$ cat src/rtl/param_stack_pkg.sv
// param_stack_pkg: shared stack op encoding and default data width.
package param_stack_pkg;
    localparam int DATA_WIDTH = 16;
    // Decoder packs stack control as {pop, push}.
    typedef enum logic [1:0] {
        STK_NOP  = 2'b00,
        STK_PUSH = 2'b01,
        STK_POP  = 2'b10,
        STK_REPL = 2'b11
    } stk_op_e;
endpackage

$ cat src/rtl/param_stack_if.sv
// param_stack_if: control, data and status signals of a parameter/return stack.
interface param_stack_if #(
    parameter int width = 16,
    parameter int ptr_width = 5
);
    logic push;
    logic pop;
    logic clear_err;
    logic [width-1:0] din;
    logic [width-1:0] pstack_top;
    logic [ptr_width-1:0] sp;
    logic empty;
    logic full;
    logic overflow;
    logic underflow;
    modport master (
        output push, pop, clear_err, din,
        input pstack_top, sp, empty, full, overflow, underflow
    );
    modport slave (
        input push, pop, clear_err, din,
        output pstack_top, sp, empty, full, overflow, underflow
    );
endinterface

$ cat src/rtl/param_stack_stack_ptr.sv
// stack_ptr: saturating depth counter with full/empty decode and sticky error flags.
module stack_ptr
    import param_stack_pkg::*;
#(
    parameter int depth = 16,
    parameter int ptr_width = $clog2(depth) + 1
) (
    input  logic                 clk,
    input  logic                 reset,
    input  stk_op_e              op,
    input  logic                 clear_err,
    output logic [ptr_width-1:0] sp,
    output logic                 empty,
    output logic                 full,
    output logic                 overflow,
    output logic                 underflow
);
    logic ovf_set, unf_set;
    logic [ptr_width-1:0] sp_next;
    assign empty = sp == '0;
    assign full = sp == ptr_width'(depth);
    assign ovf_set = op == STK_PUSH && full;
    assign unf_set = op == STK_POP && empty;
    // A replace on an empty stack degrades to a plain push.
    always_comb begin
        sp_next = sp;
        sp_next = ((op == STK_PUSH && !full) || (op == STK_REPL && empty)) ? sp + 1'b1 :
                  (op == STK_POP && !empty) ? sp - 1'b1 : sp;
    end
    always_ff @(posedge clk) begin
        if (reset) begin
            sp <= '0;
            overflow <= 1'b0;
            underflow <= 1'b0;
        end else begin
            sp <= sp_next;
            overflow <= ovf_set | (overflow & ~clear_err);
            underflow <= unf_set | (underflow & ~clear_err);
        end
    end
endmodule

$ cat src/rtl/param_stack.sv
// param_stack: register-array stack below TOS with async read of the top entry.
module param_stack
    import param_stack_pkg::*;
#(
    parameter int width = DATA_WIDTH,
    parameter int depth = 16,
    parameter int ptr_width = $clog2(depth) + 1
) (
    input logic clk,
    input logic reset,
    param_stack_if.slave bus
);
    localparam int aw = $clog2(depth);
    logic [width-1:0] mem [depth];
    stk_op_e op;
    logic [aw-1:0] top_idx, wr_idx;
    logic we;
    assign op = stk_op_e'({bus.pop, bus.push});
    stack_ptr #(.depth(depth), .ptr_width(ptr_width)) u_ptr (
        .clk(clk),
        .reset(reset),
        .op(op),
        .clear_err(bus.clear_err),
        .sp(bus.sp),
        .empty(bus.empty),
        .full(bus.full),
        .overflow(bus.overflow),
        .underflow(bus.underflow)
    );
    assign top_idx = bus.sp[aw-1:0] - 1'b1;
    assign we = !reset && ((op == STK_PUSH && !bus.full) || op == STK_REPL);
    assign wr_idx = (op == STK_REPL && !bus.empty) ? top_idx : bus.sp[aw-1:0];
    always_ff @(posedge clk) begin
        if (we) mem[wr_idx] <= bus.din;
    end
    assign bus.pstack_top = bus.empty ? '0 : mem[top_idx];
endmodule

$ cat src/flat_wrapper.sv
// flat-port wrapper written by rule: the top's interface ports become plain ports
module param_stack_flat import param_stack_pkg::*;
#(
    parameter int width = DATA_WIDTH,
    parameter int depth = 16,
    parameter int ptr_width = $clog2(depth) + 1
)
  (clk, reset, bus_push, bus_pop, bus_clear_err, bus_din, bus_pstack_top, bus_sp, bus_empty, bus_full, bus_overflow, bus_underflow);
  param_stack_if #(.width(width), .ptr_width(ptr_width)) bus_i ();
  input logic clk;
  input logic reset;
  input wire logic [$bits(bus_i.push)-1:0] bus_push;
  input wire logic [$bits(bus_i.pop)-1:0] bus_pop;
  input wire logic [$bits(bus_i.clear_err)-1:0] bus_clear_err;
  input wire logic [$bits(bus_i.din)-1:0] bus_din;
  output wire logic [$bits(bus_i.pstack_top)-1:0] bus_pstack_top;
  output wire logic [$bits(bus_i.sp)-1:0] bus_sp;
  output wire logic [$bits(bus_i.empty)-1:0] bus_empty;
  output wire logic [$bits(bus_i.full)-1:0] bus_full;
  output wire logic [$bits(bus_i.overflow)-1:0] bus_overflow;
  output wire logic [$bits(bus_i.underflow)-1:0] bus_underflow;
  assign bus_i.push = bus_push;
  assign bus_i.pop = bus_pop;
  assign bus_i.clear_err = bus_clear_err;
  assign bus_i.din = bus_din;
  assign bus_pstack_top = bus_i.pstack_top;
  assign bus_sp = bus_i.sp;
  assign bus_empty = bus_i.empty;
  assign bus_full = bus_i.full;
  assign bus_overflow = bus_i.overflow;
  assign bus_underflow = bus_i.underflow;
  param_stack #(.width(width), .depth(depth), .ptr_width(ptr_width)) u_core (.clk(clk), .reset(reset), .bus(bus_i));
endmodule
$ cat config.mk
export PLATFORM = sky130hd
export DESIGN_NAME = param_stack_flat
export DESIGN_NICKNAME = d
export VERILOG_FILES = /design/src/rtl/param_stack_pkg.sv /design/src/rtl/param_stack_if.sv /design/src/rtl/param_stack_stack_ptr.sv /design/src/rtl/param_stack.sv /design/src/flat_wrapper.sv
export SDC_FILE = /design/constraint.sdc
export NUM_CORES = 1
export LEC_CHECK = 0
export BUFFER_PORTS_ARGS = -buffer_cell sky130_fd_sc_hd__buf_2
export CAP_MARGIN = 20
export CORE_ASPECT_RATIO = 0.7
export CORE_MARGIN = 2
export CORE_UTILIZATION = 30
export CTS_CLUSTER_SIZE = 14
export DETAILED_ROUTE_END_ITERATION = 10
export PLACE_DENSITY = 0.48
export SETUP_SLACK_MARGIN = 0.1
export SYNTH_ARGS = -nofsm -noshare
export SYNTH_HDL_FRONTEND = slang
export SYNTH_HIERARCHICAL = 1
export SYNTH_SLANG_ARGS = --single-unit
$ cat constraint.sdc
create_clock -name clk -period 4.3 [get_ports clk]
set_input_delay 0.645 -clock clk [delete_from_list [all_inputs] [get_ports clk]]
set_output_delay 0.645 -clock clk [all_outputs]
set_load 0.01 [all_outputs]
==> impl_metrics.json <==
{
  "critPathRequiredTime_ns": 3.65,
  "setup_ws_ns": 0.3599,
  "finalNonFillerCells": 1117,
  "synth_seq_cells": 263,
  "drive_above_1_share": 0.3473,
  "crit_type": "reg -> out",
  "final_area_mm2": 0.01256,
  "cts_tree": "done",
  "cp-start-kind": "flip-flop",
  "avgSynthCellArea_um2": 19.25,
  "die_x_um": 229.6,
  "grt.total_usage": 0.1438,
  "design.die.area_mm2": 0.03716,
  "use_met3": 0.02195,
  "start_util": 0.3064,
  "final_cell_mix": "256 x edfxtp_1, 49 x mux4_2, 45 x buf_2, 45 x nand2_1, 30 x mux2_2",
  "synth-async-reset-ratio": 0,
  "grt_max_degree": 79,
  "finClkSkew_ns": 0.01765,
  "setup-tns-final_ns": 0,
  "busiest_layer": "met2",
  "grt_use_met2": 0.2275,
  "root_buffer": "clkbuf_16",
  "pwr-share-clk": 0.258,
  "p_per_area_mw_per_mm2": 783.2,
  "synth_seq_area_share": 0.7326,
  "crit_arrival_ns": 3.30,
  "grtUsageMet1": 0.2098,
  "clk_latency_ns": 0.55,
  "num_antenna_cells": 0,
  "drt-wirelength-per-cell_um": 23.65,
  "period_minus_slack_ns": 3.940,
  "fin_crit_sh": 0.9163,
  "io_buffers": 45,
  "clk_path_buf_depth": 3,
  "final_nets": 653,
  "drv_slew": 0,
  "htree_levels": 1,
  "yosys_most_used_dff": "edfxtp_1",
  "ant_nets": 0,
  "placed_area_mm2": 0.01158,
  "hold_buffers": 0,
  "first_iter_violations": 330,
  "pin_count": 46,
  "num_vias": 5580,
  "drc": 0,
  "area_growth_pct": 17.53,
  "gp_congestion": 0.7652,
  "maxSlewHeadroom": 0.2363,
  "fin_util": 0.3601,
  "synthCells": 555,
  "routed_wl_um": 26420,
  "switchingPower_uw": 3566,
  "cts_sinks": 263,
  "clock.fmax_mhz": 253.8,
  "pre_cts_slack_ns": 0.8312,
  "die_y_um": 161.9,
  "yosysWarnings": 6,
  "vdd_ir_drop_max_uv": 665.3,
  "pwr-share-comb": 0.428,
  "grt_pass1_wl_um": 38760,
  "cts_setup_buffers": 0,
  "core_mm2": 0.03487,
  "final-setup-viol-count": 0,
  "drv_cap": 0,
  "layout_commonest_cell": "edfxtp_1",
  "cts.reportedPaths.clkPinSlew_ns": 0.06,
  "synth_edf_count": 256,
  "vias_per_cell": 4.996,
  "p_int_uw": 6269,
  "dr.pass1.iters": 4,
  "swShare": 0.3626,
  "sequentialPowerShare": 0.314,
  "synthesis.nets": 581,
  "hold_viol": 0,
  "num_rows": 57,
  "grt_pass1_vias": 5717,
  "p_leak_uw": 0.003989,
  "status": "completed",
  "dp.cells": 1069,
  "cp-end-kind": "primary output",
  "cp_max_fo": 13,
  "worst_slew_pin_slew_ns": 1.144,
  "hpwl_um": 15960,
  "rsz0062_at_grt": "no",
  "antenna_found_initial": 0,
  "yosysUniqueCellTypes": 53,
  "overflow": 0,
  "synth_area_mm2": 0.01068,
  "cts_buffers": 28,
  "worst_hold_path_type": "in -> reg"
}
## registers in the layout, summed over array words and instances, names as in the netlist
| name | cells |
|---|---|
| u_core/u_ptr/sp | 5 |
| u_core/u_ptr/underflow | 1 |
| u_core/mem | 256 |
| u_core/u_ptr/overflow | 1 |
## cells in the mapped netlist, types with 2 or more instances
library cell,n,area share
buf_6,5,0.0053
mux4_2,49,0.10
nand2b_1,2,0.0012
nor4_4,2,0.0040
buf_2,8,0.0037
nand4b_1,2,0.0016
nor2_2,2,0.0012
mux2_2,30,0.032
nor3_1,7,0.0033
ha_1,4,0.0047
a221oi_1,15,0.012
inv_1,6,0.0021
buf_1,2,0.00070
a31oi_1,2,0.0012
a211oi_1,2,0.0014
mux2i_1,3,0.0028
nor2b_1,10,0.0059
and2_2,2,0.0014
clkbuf_1,4,0.0014
a22oi_1,2,0.0014
nor3_2,2,0.0019
nand2_1,45,0.016
a21oi_1,11,0.0052
a32oi_1,15,0.012
o31a_1,2,0.0016
o21ai_0,3,0.0014
a21o_1,2,0.0014
o211ai_1,4,0.0028
dfxtp_1,7,0.013
nand3_1,4,0.0019
edfxtp_1,256,0.72
nor2_1,17,0.0060
buf_4,8,0.0056
## routing by layer
layer,part of all wire,vias up
met5,0,-
met4,0.017,0
met3,0.040,31
met2,0.47,128
met1,0.47,2997
li1,-,2424
## final timing paths
| path | from | slack, ns | cells after the start | end |
|---|---|---|---|---|
| setup reg to reg | u_core/u_ptr/sp[0] | 0.83 | 6 | u_core/mem[6][8] |
| hold / removal | reset | 0.42 | 2 | u_core/u_ptr/underflow |
| hold reg to reg | u_core/u_ptr/overflow | 0.52 | 2 | u_core/u_ptr/overflow |
| setup / recovery | u_core/u_ptr/sp[2] | 0.36 | 7 | bus_pstack_top[7] |
## through the flow
stage,total power (µW),hold slack (ns)
finish,9835,0.4190
CTS,9991,0.3862
global placement,7376,0.4992
global route,10340,0.3929
detailed placement,7414,0.5073
floorplan,5958,0.5519
## power by group through the flow
stage / combinational [µW] / clock [µW] / sequential (µW)
final: 4210 / 2540 / 3080
after global routing: 4530 / 2710 / 3100
after CTS: 4290 / 2610 / 3090
after detailed placement: 4270 / 0 / 3140
after global placement: 4240 / 0 / 3130
after floorplan: 2880 / 0 / 3080
## worst max-delay path, stage by stage (launching register included)
cell	delay (ns)
dfxtp_1	0.72
nor4_4	0.15
and2_2	0.34
nor3_4	0.71
buf_4	0.27
a221oi_1	0.06
a32oi_1	0.29
buf_2	0.20
## layout make-up
class                      count  area, µm²
fill                        3235      22320
sequential                   263       7833
timing repair buffer          70      450.4
clock buffer                  34      744.5
tap                          472      590.6
inverter                       7      26.28
multi-input combinational    257       2681
clock inverter                14      231.5
## kinds of logic (layout without fill, tap and decap cells)
logic type / count (synthesis) / after routing / synth area share
flops: 263 / 263 / 0.7326
simple gates: 101 / 101 / 0.04977
xor+xnor: 2 / 2 / 0.003397
fa+ha+maj: 5 / 5 / 0.006558
compound gates: 66 / 66 / 0.04790
buf+inv: 35 / 125 / 0.02061
mux: 83 / 83 / 0.1391
## what timing repair did
action / 4_1_cts / 5_1_grt
gates resized for setup: 0 / 1
setup endpoints to repair: 0 / 4
endpoints found under the hold margin: 0 / 0
Power figures use the tool's default switching activity.
